`config.mk`:
```
export PLATFORM = sky130hd
export DESIGN_NAME = adc_frame_receiver
export DESIGN_NICKNAME = d
export VERILOG_FILES = /design/src/rtl/adc_frame_receiver.sv
export SDC_FILE = /design/constraint.sdc
export NUM_CORES = 2
export LEC_CHECK = 0
export BUFFER_PORTS_ARGS = -buffer_cell sky130_fd_sc_hd__buf_4
export CAP_MARGIN = 20
export CORE_ASPECT_RATIO = 0.5
export CORE_MARGIN = 2
export CORE_UTILIZATION = 50
export CTS_BUF_LIST = sky130_fd_sc_hd__clkbuf_8
export DETAILED_ROUTE_END_ITERATION = 7
export PLACE_DENSITY = 0.65
export SLEW_MARGIN = 20
export SYNTH_ARGS = -nofsm -noshare
export SYNTH_HDL_FRONTEND = slang
export SYNTH_SLANG_ARGS = --single-unit
export TNS_END_PERCENT = 5
```
`constraint.sdc`:
```
create_clock -name clk -period 3.8 [get_ports clk]
set_input_delay 0.19 -clock clk [delete_from_list [all_inputs] [get_ports clk]]
set_output_delay 0.19 -clock clk [all_outputs]
set_load 0.005 [all_outputs]
```
`src/rtl/adc_frame_receiver.sv`:
```
// Reassembles ADC sample bursts into NUM_CH-sample frames in a ping-pong buffer; optional ADC_FRAME_SUM_EN adds frame_sum.
// Latency: frame_ready 2 cycles after last registered sample; consumer backpressure via frame_ack, overruns drop the new frame.
module adc_frame_receiver #(
    parameter int NUM_CH = 128,
    parameter int DATA_W = 8,
    parameter int IN_REG = 1
) (
    input  logic                      clk,
    input  logic                      n_reset,
    input  logic                      enable,
    input  logic [DATA_W-1:0]         adc_data,
    input  logic                      adc_update,
    input  logic [$clog2(NUM_CH)-1:0] rd_addr,
    output logic [DATA_W-1:0]         rd_data,
    output logic                      frame_ready,
    input  logic                      frame_ack,
    output logic [15:0]               frame_id,
    output logic                      frame_drop,
    output logic                      frame_err,
    output logic [15:0]               drop_count
`ifdef ADC_FRAME_SUM_EN
    ,
    output logic [DATA_W+$clog2(NUM_CH)-1:0] frame_sum
`endif
);

    localparam int AW = $clog2(NUM_CH);

    typedef enum logic [1:0] {S_IDLE, S_CAPTURE, S_COMMIT, S_TAIL} state_t;

    logic              upd_r;
    logic [DATA_W-1:0] dat_r;
    logic              upd_prev;
    state_t            state, state_nxt;
    logic [AW-1:0]     idx;
    logic [AW-1:0]     wr_idx;
    logic              wr_bank;
    logic              we;
    logic              start;
    logic              commit;
    logic              err_nxt;
    logic              ready_eff;
    logic [DATA_W-1:0] mem [2*NUM_CH];

    // Strobe stages reset high so an update already asserted at reset release is not an edge.
    generate
        if (IN_REG == 0) begin : g_noreg
            assign upd_r = adc_update;
            assign dat_r = adc_data;
        end else begin : g_reg
            logic [IN_REG-1:0] upd_sr;
            logic [DATA_W-1:0] dat_sr [IN_REG];

            always_ff @(posedge clk or negedge n_reset) begin
                if (!n_reset) begin
                    upd_sr <= '1;
                    for (int i = 0; i < IN_REG; i++) dat_sr[i] <= '0;
                end else begin
                    upd_sr[0] <= adc_update;
                    dat_sr[0] <= adc_data;
                    for (int i = 1; i < IN_REG; i++) begin
                        upd_sr[i] <= upd_sr[i-1];
                        dat_sr[i] <= dat_sr[i-1];
                    end
                end
            end

            assign upd_r = upd_sr[IN_REG-1];
            assign dat_r = dat_sr[IN_REG-1];
        end
    endgenerate

    always_ff @(posedge clk or negedge n_reset) begin
        if (!n_reset) begin
            state    <= S_IDLE;
            upd_prev <= 1'b1;
        end else begin
            state    <= state_nxt;
            upd_prev <= upd_r;
        end
    end

    always_comb begin
        state_nxt = state;
        we        = 1'b0;
        wr_idx    = idx;
        start     = 1'b0;
        commit    = 1'b0;
        err_nxt   = 1'b0;
        case (state)
            S_IDLE: begin
                if (enable && upd_r && !upd_prev) begin
                    we        = 1'b1;
                    wr_idx    = '0;
                    start     = 1'b1;
                    state_nxt = S_CAPTURE;
                end
            end
            S_CAPTURE: begin
                if (upd_r) begin
                    we = 1'b1;
                    if (idx == AW'(NUM_CH - 1)) state_nxt = S_COMMIT;
                end else begin
                    err_nxt   = 1'b1;
                    state_nxt = S_IDLE;
                end
            end
            S_COMMIT: begin
                // A strobe here is the sample right after the last one: the burst is too long.
                commit    = 1'b1;
                err_nxt   = upd_r;
                state_nxt = S_TAIL;
            end
            S_TAIL: begin
                if (!upd_r) state_nxt = S_IDLE;
            end
            default: state_nxt = S_IDLE;
        endcase
    end

    // Ack is applied before a coincident commit, so that commit swaps instead of dropping.
    assign ready_eff = frame_ready & ~frame_ack;

    always_ff @(posedge clk or negedge n_reset) begin
        if (!n_reset) begin
            idx         <= '0;
            wr_bank     <= 1'b0;
            frame_ready <= 1'b0;
            frame_id    <= '0;
            frame_drop  <= 1'b0;
            frame_err   <= 1'b0;
            drop_count  <= '0;
        end else begin
            frame_err   <= err_nxt;
            frame_drop  <= 1'b0;
            frame_ready <= ready_eff | commit;
            if (start)
                idx <= AW'(1);
            else if (state == S_CAPTURE && upd_r)
                idx <= idx + AW'(1);
            if (commit) begin
                if (!ready_eff) begin
                    wr_bank  <= ~wr_bank;
                    frame_id <= frame_id + 16'd1;
                end else begin
                    frame_drop <= 1'b1;
                    if (drop_count != 16'hFFFF) drop_count <= drop_count + 16'd1;
                end
            end
        end
    end

    always_ff @(posedge clk) begin
        if (we) mem[{wr_bank, wr_idx}] <= dat_r;
    end

    always_ff @(posedge clk or negedge n_reset) begin
        if (!n_reset) rd_data <= '0;
        else          rd_data <= mem[{~wr_bank, rd_addr}];
    end

`ifdef ADC_FRAME_SUM_EN
    logic [DATA_W+AW-1:0] acc;

    always_ff @(posedge clk or negedge n_reset) begin
        if (!n_reset) begin
            acc       <= '0;
            frame_sum <= '0;
        end else begin
            if (start)
                acc <= (DATA_W+AW)'(dat_r);
            else if (state == S_CAPTURE && upd_r)
                acc <= acc + (DATA_W+AW)'(dat_r);
            if (commit && !ready_eff) frame_sum <= acc;
        end
    end
`endif

endmodule
```
==> flow_metrics.tcl <==
set metrics [dict create \
    crit_path_max_incr_delay_ns 0.86 \
    max_cap_violations 0 \
    ys_types 70 \
    nFillCells 12200 \
    cp_cell_sequence "nand2b_1, or3_1, nand2_1, nand3_1, buf_4, nor2_1" \
    clockBufferDepth 4 \
    routedWlPerCell_um 30.3 \
    p_leak_nw 29.6 \
    worstSetupPathType "reg -> reg" \
    cts.sinks 2111 \
    reg2reg_from "g_reg.upd_sr" \
    yosysMostFrequentCell "edfxtp_1" \
    syn_area_per_cell_um2 20.4 \
    grt-ovfl-total 0 \
    cts_resized 0 \
    slew_viol_final 0 \
    drt_iter0_drc 6147 \
    hold_viol_final 0 \
    synth_edf_count 2048 \
    drc 0 \
    ys_ff_latch 2111 \
    grt_pass1_wl_um 300000 \
    fin_ws_ns 0.380 \
    fmax_ghz 0.292 \
    finClkSkew_ns 0.0762 \
    routabilityCongestion 0.907 \
    cp_top_family "simple AND/OR/NAND/NOR gates" \
    synth-main-ff-cell "edfxtp_1" \
    seq_area_frac_synth_pct 76.7 \
    hp-class "in -> reg" \
    viasPerCell 6.23 \
    clk_pin_slew_ns 0.07 \
    syn_area_um2 82300 \
    arrival_ns 3.95 \
    fin_crit_sh_pct 90.0 \
    powerDensity_nw_per_um2 479 \
    regArea_um2 63100 \
    die_y_um 291 \
    num_vias 42700 \
    grt_max_degree 103 \
    r2r_setup_slack_ns 0.38 \
    cp-start-kind "register" \
    worstSkewPairLatency_ns 0.94 \
    placementRows 105 \
    core_um2 164000 \
    post-route-util_pct 56.2 \
    final_antenna_net_count 0 \
    post_cts_buffers 0 \
    dp_hpwl_um 130000 \
    crit_fanout 12 \
    yosysTopAreaCell "edfxtp_1" \
    cts_hold_buf 23 \
    worst_ep_required_time_ns 4.33 \
    min_to "rd_data[7]" \
    r2r_cells 6 \
    htree_levels 5 \
    worst-path-buf-inv 1 \
    io_buffers 62 \
    status "finished, final reports clean" \
    yosys-top-cells-count "edfxtp_1, mux4_2, nor2_1, a22oi_1, mux2i_1" \
    final_nets 4475 \
    postSynthNetCount 4052 \
    grt_pass1_vias 42600 \
    drive_above_1_share_pct 25.1 \
    end_kind "register" \
    setup_viol 0 \
    ys_warn_count 0 \
    routed_wl_um 207000 \
    die_x_um 578 \
    dr.pass1.iters 6 \
    cts_root_buf "clkbuf_8" \
    die-area_um2 168000 \
    area_delta_synth_final_pct 11.8 \
    finalCriticalPeriod_ns 3.42 \
    r2r-end "mem[218][5]" \
    initial_core_util_pct 50.3 \
    cts_tree "built" \
    io-pin-count 63 \
    worst_ir_drop_vdd_uv 264 \
    multiInputGateArea_um2 17600 \
    postSynthCellCount 4029 \
    synth.top_cell.area_share_pct 74.8 \
    fin_total_pwr_mw 44.1 \
    grtUsageTotal_pct 24.7 \
    postSynth.asyncResetShare_pct 2.98 \
    antenna_found_initial 7 \
    worst_pin_slew_ns 1.31 \
    crit_slowest_cell "nor2_1" \
    min-delay-start "rd_addr[4]" \
    pre_cts_ws_ns -0.0757 \
    rsz0062_at_grt "no" \
    max_slew_margin_pct 12.1 \
    hold_path_depth 4 \
    numCtsBuffers 295 \
    synth.area.top_cells "edfxtp_1, mux4_2, mux2i_1, dfrtp_1, a22oi_1" \
]
==> cell usage in the layout, fill, tap and decap left out, types with 26 or more instances in the layout <==
master,instances
a21oi_1,86
inv_1,93
a211oi_1,33
nand2_1,61
mux2i_1,158
nand3_1,46
mux2_2,32
a22oi_1,160
buf_4,295
nor2b_1,26
clkinv_2,31
edfxtp_1,2048
o21ai_0,31
clkbuf_8,304
mux4_2,398
buf_12,49
nor2_1,291
o221ai_1,27
dfrtp_1,53
clkinv_1,64
==> metrics by stage <==
| step | TNS (ns) | area [µm²] | hold slack, ns | cells |
|---|---|---|---|---|
| after global routing | 0 | 91900 | 0.163 | 6850 |
| final | 0 | 91900 | 0.176 | 6851 |
| after floorplan | 0 | 82300 | -0.106 | 4029 |
| after global placement | -0.0907 | 86600 | 0.300 | 6321 |
| after detailed placement | -0.0953 | 86600 | 0.301 | 6323 |
| after CTS | 0 | 91900 | 0.0979 | 6845 |
==> final cells by class <==
cell class / instances / share of cell area [%]
flip-flops and latches: 2111 / 68.6
multi-input cells: 1667 / 19.1
clock buffers: 304 / 4.55
repair buffers: 371 / 3.79
well taps: 2193 / 2.98
clock inverters: 195 / 0.908
inverters: 6 / 0.0245
diodes: 4 / 0.0109
==> sequential cells by signal, summed over array words and instances (netlist names), named ones only <==
register and flops:
frame_err 1, rd_data 8, upd_prev 1, wr_bank 1
drop_count 16, dat_r 8, mem 2048, frame_drop 1
frame_id 16, idx 7, frame_ready 1, state 1
g_reg.upd_sr 1
==> where the power goes <==
group	leakage, nW	internal, mW	switching, mW
clock network	2.91	7.43	8.41
logic	7.45	0.905	1.59
registers	19.2	25.6	0.175
==> worst max path at each step <==
stage	startpoint	endpoint	slack (ns)	depth (start not counted)
finish	g_reg.upd_sr	mem[218][5]	0.38	6
global route	g_reg.upd_sr	mem[218][2]	0.26	6
CTS	g_reg.upd_sr	mem[218][1]	0.42	6
detailed placement	rd_addr[2]	rd_data[4]	-0.08	8
global placement	rd_addr[2]	rd_data[4]	-0.07	8
floorplan	g_reg.upd_sr	mem[105][0]	1.28	8
==> kinds of logic after synthesis <==
kind of cell               synth area share, %
xor gates and xnor gates                 0.373
buffers and inverters                     2.07
and+or+nand+nor                           3.08
muxes                                     13.7
adders and majority gates               0.0456
AOI/OAI and AO/OA                         4.07
DFF                                       76.7
==> metal layers <==
metal  global-route usage, %  vias to the layer above  wire [µm]
li1                        -                    17600          -
met1                    36.8                    22400      85400
met2                    37.1                     2418      95200
met3                    5.70                      345      21900
met4                    6.52                        4       4910
met5                       0                        -         29
==> tightest hold or removal path, delay by kind of cell <==
family / cells / cell delay (ns)
AOI/OAI and AO/OA: 2 / 0.27
buffers and inverters: 1 / 0.23
and+or+nand+nor: 1 / 0.32
Note: power is estimated with default switching activity, not from simulation.
